## src/rtl/led_blink_array.sv

```systemverilog
// Multi-channel LED driver: per-channel OFF/ON/BLINK/PWM with runtime period and duty.
// Define LED_BLINK_PWM_EN to enable PWM for mode 11; otherwise mode 11 behaves as BLINK.
module led_blink_array #(
  parameter int CHANNELS       = 4,
  parameter int CNT_WIDTH      = 26,
  parameter int DEFAULT_PERIOD = 25000000,
  parameter int CH_W           = (CHANNELS > 1) ? $clog2(CHANNELS) : 1
) (
  input  logic                 clk,
  input  logic                 reset,
  input  logic                 cfg_valid,
  output logic                 cfg_ready,
  input  logic [CH_W-1:0]      cfg_chan,
  input  logic [1:0]           cfg_mode,
  input  logic [CNT_WIDTH-1:0] cfg_period,
  input  logic [CNT_WIDTH-1:0] cfg_duty,
  output logic [CHANNELS-1:0]  led,
  output logic [CHANNELS-1:0]  tick
);

  localparam logic [1:0] MODE_OFF   = 2'b00;
  localparam logic [1:0] MODE_ON    = 2'b01;
  localparam logic [1:0] MODE_BLINK = 2'b10;
`ifdef LED_BLINK_PWM_EN
  localparam logic [1:0] MODE_PWM   = 2'b11;
`endif

  logic cfg_ready_reg;
  logic accept;

  assign accept    = cfg_valid && cfg_ready_reg;
  assign cfg_ready = cfg_ready_reg;

  // Ready drops for exactly one cycle after each accepted write.
  always_ff @(posedge clk) begin
    if (reset) begin
      cfg_ready_reg <= 1'b1;
    end else begin
      cfg_ready_reg <= !accept;
    end
  end

`ifndef LED_BLINK_PWM_EN
  logic unused_duty;
  assign unused_duty = ^cfg_duty;
`endif

  genvar gi;
  generate
    for (gi = 0; gi < CHANNELS; gi++) begin : g_ch
      logic [1:0]           mode_reg;
      logic [CNT_WIDTH-1:0] period_reg;
      logic [CNT_WIDTH-1:0] count_reg;
      logic [CNT_WIDTH-1:0] count_next;
      logic                 led_reg;
      logic                 led_next;
      logic                 tick_reg;
      logic                 tick_next;
      logic                 hit;
      logic                 wrap;
`ifdef LED_BLINK_PWM_EN
      logic [CNT_WIDTH-1:0] duty_reg;
`endif

      assign hit  = accept && (cfg_chan == CH_W'(gi));
      assign wrap = (count_reg == period_reg);

      always_comb begin
        count_next = count_reg;
        led_next   = led_reg;
        tick_next  = 1'b0;
        if (hit) begin
          // A write restarts the channel and suppresses any coincident tick.
          count_next = '0;
          case (cfg_mode)
            MODE_OFF:            led_next = 1'b0;
            MODE_ON, MODE_BLINK: led_next = 1'b1;
            default: begin
`ifdef LED_BLINK_PWM_EN
              led_next = (cfg_duty != '0);
`else
              led_next = 1'b1;
`endif
            end
          endcase
        end else if (mode_reg == MODE_OFF || mode_reg == MODE_ON) begin
          count_next = '0;
`ifdef LED_BLINK_PWM_EN
        end else if (mode_reg == MODE_PWM) begin
          // led tracks the count value it is shown alongside, so a frame starts high.
          count_next = wrap ? '0 : count_reg + CNT_WIDTH'(1);
          led_next   = (count_next < duty_reg);
          tick_next  = wrap;
`endif
        end else begin
          count_next = wrap ? '0 : count_reg + CNT_WIDTH'(1);
          led_next   = wrap ? !led_reg : led_reg;
          tick_next  = wrap;
        end
      end

      always_ff @(posedge clk) begin
        if (reset) begin
          mode_reg   <= MODE_BLINK;
          period_reg <= CNT_WIDTH'(DEFAULT_PERIOD);
          count_reg  <= '0;
          led_reg    <= 1'b1;
          tick_reg   <= 1'b0;
`ifdef LED_BLINK_PWM_EN
          duty_reg   <= '0;
`endif
        end else begin
          if (hit) begin
            mode_reg   <= cfg_mode;
            period_reg <= cfg_period;
`ifdef LED_BLINK_PWM_EN
            duty_reg   <= cfg_duty;
`endif
          end
          count_reg <= count_next;
          led_reg   <= led_next;
          tick_reg  <= tick_next;
        end
      end

      assign led[gi]  = led_reg;
      assign tick[gi] = tick_reg;
    end
  endgenerate

endmodule

```

## config.mk

```make
export PLATFORM = sky130hd
export DESIGN_NAME = led_blink_array
export DESIGN_NICKNAME = d
export VERILOG_FILES = /design/src/rtl/led_blink_array.sv
export SDC_FILE = /design/constraint.sdc
export NUM_CORES = 1
export LEC_CHECK = 0
export BUFFER_PORTS_ARGS = -buffer_cell sky130_fd_sc_hd__buf_2
export CORE_MARGIN = 8
export CORE_UTILIZATION = 42
export CTS_CLUSTER_DIAMETER = 200
export DETAILED_ROUTE_END_ITERATION = 8
export GPL_TIMING_DRIVEN = 0
export SLEW_MARGIN = 25
export SYNTH_ARGS = -nofsm -noshare
export SYNTH_HDL_FRONTEND = slang
export SYNTH_SLANG_ARGS = --single-unit
export TNS_END_PERCENT = 5
```

## constraint.sdc

```tcl
create_clock -name clk -period 3.1 [get_ports clk]
set_clock_uncertainty 0.1 [all_clocks]
set_input_delay 0.465 -clock clk [delete_from_list [all_inputs] [get_ports clk]]
set_output_delay 0.465 -clock clk [all_outputs]
set_load 0.01 [all_outputs]
```

==> impl_metrics.csv <==
group,metric,value,unit
place,placed_area,10500,um^2
pwr,p_leak,4.32,nW
synthesis,synth_fp_nets,1226,
floorplan,die-height,170,um
worst_setup_path,crit_chain,"xor2_1, nor4_1, nand4_1, nor4b_1",
synthesis,synthFlopType,"dfxtp_1",
final_layout,area_growth,14.1,%
worst_setup_path,worstPathRequired,3.35,ns
global_route,grt_pass1_wl,40.8,mm
timing,relSlewSlack,0.467,
route,drt-pass1-iter-count,5,
timing,setup_viol,0,
synthesis,synth.distinct_cells,39,
worst_setup_path,r2r_cells,4,
pwr,power,6.30,mW
route,vias,7694,
global_route,grt_antenna_before_repair,2,
timing,finalCritPeriodShare,0.697,
floorplan,die_area,28800,um^2
timing,rsz0062_at_grt,"no",
pwr,switchingPower,1.48,mW
worst_setup_path,endpoint_kind,"flop",
pwr,intPower,4.82,mW
worst_setup_path,r2r-end,"g_ch[2].tick_reg",
run_status,status,"completed",
route,drtAntennaViolNets,0,
pwr,power_density,555,nW/um^2
timing,fmax,463,MHz
route,wl_per_cell,16.4,um
cts,ctsHoldBuffers,0,
synthesis,ys_seq_elements,221,
final_layout,final_cell_area,11300,um^2
final_layout,utilization,0.486,
route,drc,0,
cts,path_clk_slew,0.06,ns
global_route,track_usage,0.179,
hold_path,hold_start,"cfg_period[25]",
worst_setup_path,crit-reg2reg-launch,"g_ch[2].count_reg[6]",
timing,hold_viol_final,0,
global_route,top_usage_layer,"met2",
synthesis,syn_area,9930,um^2
worst_setup_path,regToRegSetupSlack,0.94,ns
floorplan,coreArea,23300,um^2
synthesis,async_reset_ff_frac,0,
worst_setup_path,path_max_fanout,5,
global_route,grt_util_met2,0.284,
final_layout,drive_above_1_share,0.104,
place,hpwl,18.6,mm
pwr,pwr-share-clk,0.465,
cts,clkSinkCount,221,
final_layout,fill_cells,2284,
cts,h-tree-depth,1,
synthesis,avgSynthCellArea,8.54,um^2
route,drt_iter0_markers,575,
hold_path,hold_path_end,"g_ch[3].period_reg[25]",
place,port_buffers,40,
cts,clk_latency,0.52,ns
hold_path,min_path_type,"input pin to flop",
global_route,overflow,0,
place,dp_slack,0.898,ns
final_layout,antennaDiodeCount,0,
timing,post-route-min-period,2.16,ns
timing,worst_slew_pin_slew,0.793,ns
pwr,netSwitchingFraction,0.235,
final_layout,final_net_count,1293,
cts,clockBufferDepth,3,
global_route,grt_max_degree,13,
worst_setup_path,startpoint_type,"flop",
cts,cts_tree,"done",
pwr,p_comb_frac,0.062,
hold_path,hold_depth,3,
floorplan,initial_core_util,0.426,
place,finalWeightedCongestion,0.834,
cts,clockRootBuffer,"clkbuf_16",
run,maxCapViolCount,0,
synthesis,synthCells,1163,
floorplan,rows,56,
pwr,seq_power_share,0.473,
timing,timing.setup.tns,0,ns
synthesis,ys_warn_count,0,
worst_setup_path,worst-setup-path-type,"flop to flop",
worst_setup_path,max_stage_delay,0.56,ns
global_route,grt_pass1_vias,7506,
timing,slew_violations,0,
cts,cts_resized,0,
synthesis,synth_edf_count,0,
route,vias_per_cell,4.92,
global_route,grt_util_met1,0.247,
floorplan,fp.dieW,170,um
cts,cts_buffers,25,
synthesis,seq_area_frac_synth,0.445,
worst_setup_path,arrival,2.41,ns
worst_setup_path,crit_slowest_cell,"nor4b_1",
global_route,met3_usage,0.0354,
floorplan,pin_count,68,
cts,post-cts-setup-buffers,0,
timing,setup_slack,0.940,ns
pwr,peakVddDrop,339,uV
route,wirelength,25.7,mm
==> worst max-delay path: cells and delay by family (launching register included) <==
| kind | cells | cell delay [ns] |
|---|---|---|
| flops | 1 | 0.51 |
| simple gates | 3 | 1.27 |
| xor+xnor | 1 | 0.11 |
==> through the flow <==
stage	std cells	hold slack [ns]
CTS	1565	0.153
finish	1565	0.172
floorplan	1163	0.341
global route	1565	0.154
global placement	1522	0.353
detailed placement	1522	0.362
==> routing by layer <==
metal | up-vias | part of all wire
met1 | 3565 | 0.48
met2 | 139 | 0.44
li1 | 3943 | -
met4 | 4 | 0.018
met3 | 43 | 0.061
met5 | - | 0.0011
==> layout by cell type (no fill, tap or decap), drive strengths merged, types with 3 or more instances in the layout <==
master,synthesis,layout
clkbuf,36,71
nand2,258,258
and2,6,6
o41ai,3,3
nand3,35,35
xor2,90,90
buf,25,65
nor4b,4,4
inv,11,11
ha,4,4
a21oi,58,58
xnor2,109,109
nand4b,4,4
nor3,28,28
and4,8,8
nor4,9,9
and3,19,19
dfxtp,221,221
mux2,3,3
nor2,136,136
nand4,37,37
nand3b,52,52
clkinv,0,5
==> synthesized netlist by cell type, types with 5 or more instances <==
| library cell | number | area share |
|---|---|---|
| xor2_1 | 90 | 0.079 |
| a21oi_1 | 58 | 0.029 |
| nor4_1 | 9 | 0.0057 |
| xnor2_1 | 109 | 0.096 |
| dfxtp_1 | 221 | 0.45 |
| nand4_1 | 32 | 0.020 |
| nor3_4 | 5 | 0.0082 |
| and3_1 | 17 | 0.011 |
| buf_4 | 9 | 0.0068 |
| buf_2 | 8 | 0.0040 |
| nor3_1 | 19 | 0.0096 |
| and4_1 | 5 | 0.0044 |
| nand2_1 | 258 | 0.097 |
| and2_1 | 6 | 0.0038 |
| nand3b_1 | 52 | 0.039 |
| clkbuf_1 | 36 | 0.014 |
| nor2_1 | 136 | 0.051 |
| inv_1 | 11 | 0.0042 |
| nand3_1 | 31 | 0.016 |
==> cell families (layout without fill, tap and decap cells) <==
group | Yosys count | in the layout | share of synthesized area
xor gates and xnor gates | 199 | 199 | 0.175
adders and majority gates | 4 | 4 | 0.00504
AOI/OAI and AO/OA | 61 | 61 | 0.0319
and+or+nand+nor | 602 | 602 | 0.303
DFF | 221 | 221 | 0.445
muxes | 4 | 4 | 0.00441
buffers and inverters | 72 | 155 | 0.0346
==> power by group through the flow <==
stage | Sequential [mW] | Combinational, mW | Clock [mW]
2_1_floorplan | 3.02 | 0.247 | 0
4_1_cts | 2.98 | 0.388 | 2.98
5_1_grt | 2.99 | 0.426 | 3.10
6_report | 2.98 | 0.388 | 2.93
3_5_place_dp | 3.04 | 0.385 | 0
3_3_place_gp | 3.04 | 0.382 | 0
==> cell type report <==
type,instances,area (um^2),share of cell area
Buffer,61,303,0.0267
Sequential cell,221,4420,0.390
Inverter,11,41.3,0.00364
Multi-Input combinational cell,870,5160,0.456
Tap cell,319,399,0.0352
Clock buffer,35,713,0.0629
Clock inverter,8,92.6,0.00817
Timing Repair Buffer,40,200,0.0177
==> worst max-delay path by stage <==
stage                          start               endpoint  slack (ns)
2_1_floorplan   g_ch[3].count_reg[0]  g_ch[3].count_reg[18]        1.41
3_3_place_gp               cfg_valid       g_ch[2].tick_reg        0.90
3_5_place_dp               cfg_valid       g_ch[2].tick_reg        0.90
4_1_cts        g_ch[0].count_reg[10]  g_ch[0].count_reg[16]        0.94
5_1_grt        g_ch[0].count_reg[10]  g_ch[0].count_reg[12]        0.78
6_report        g_ch[2].count_reg[6]       g_ch[2].tick_reg        0.94
Power figures use the tool's default switching activity.
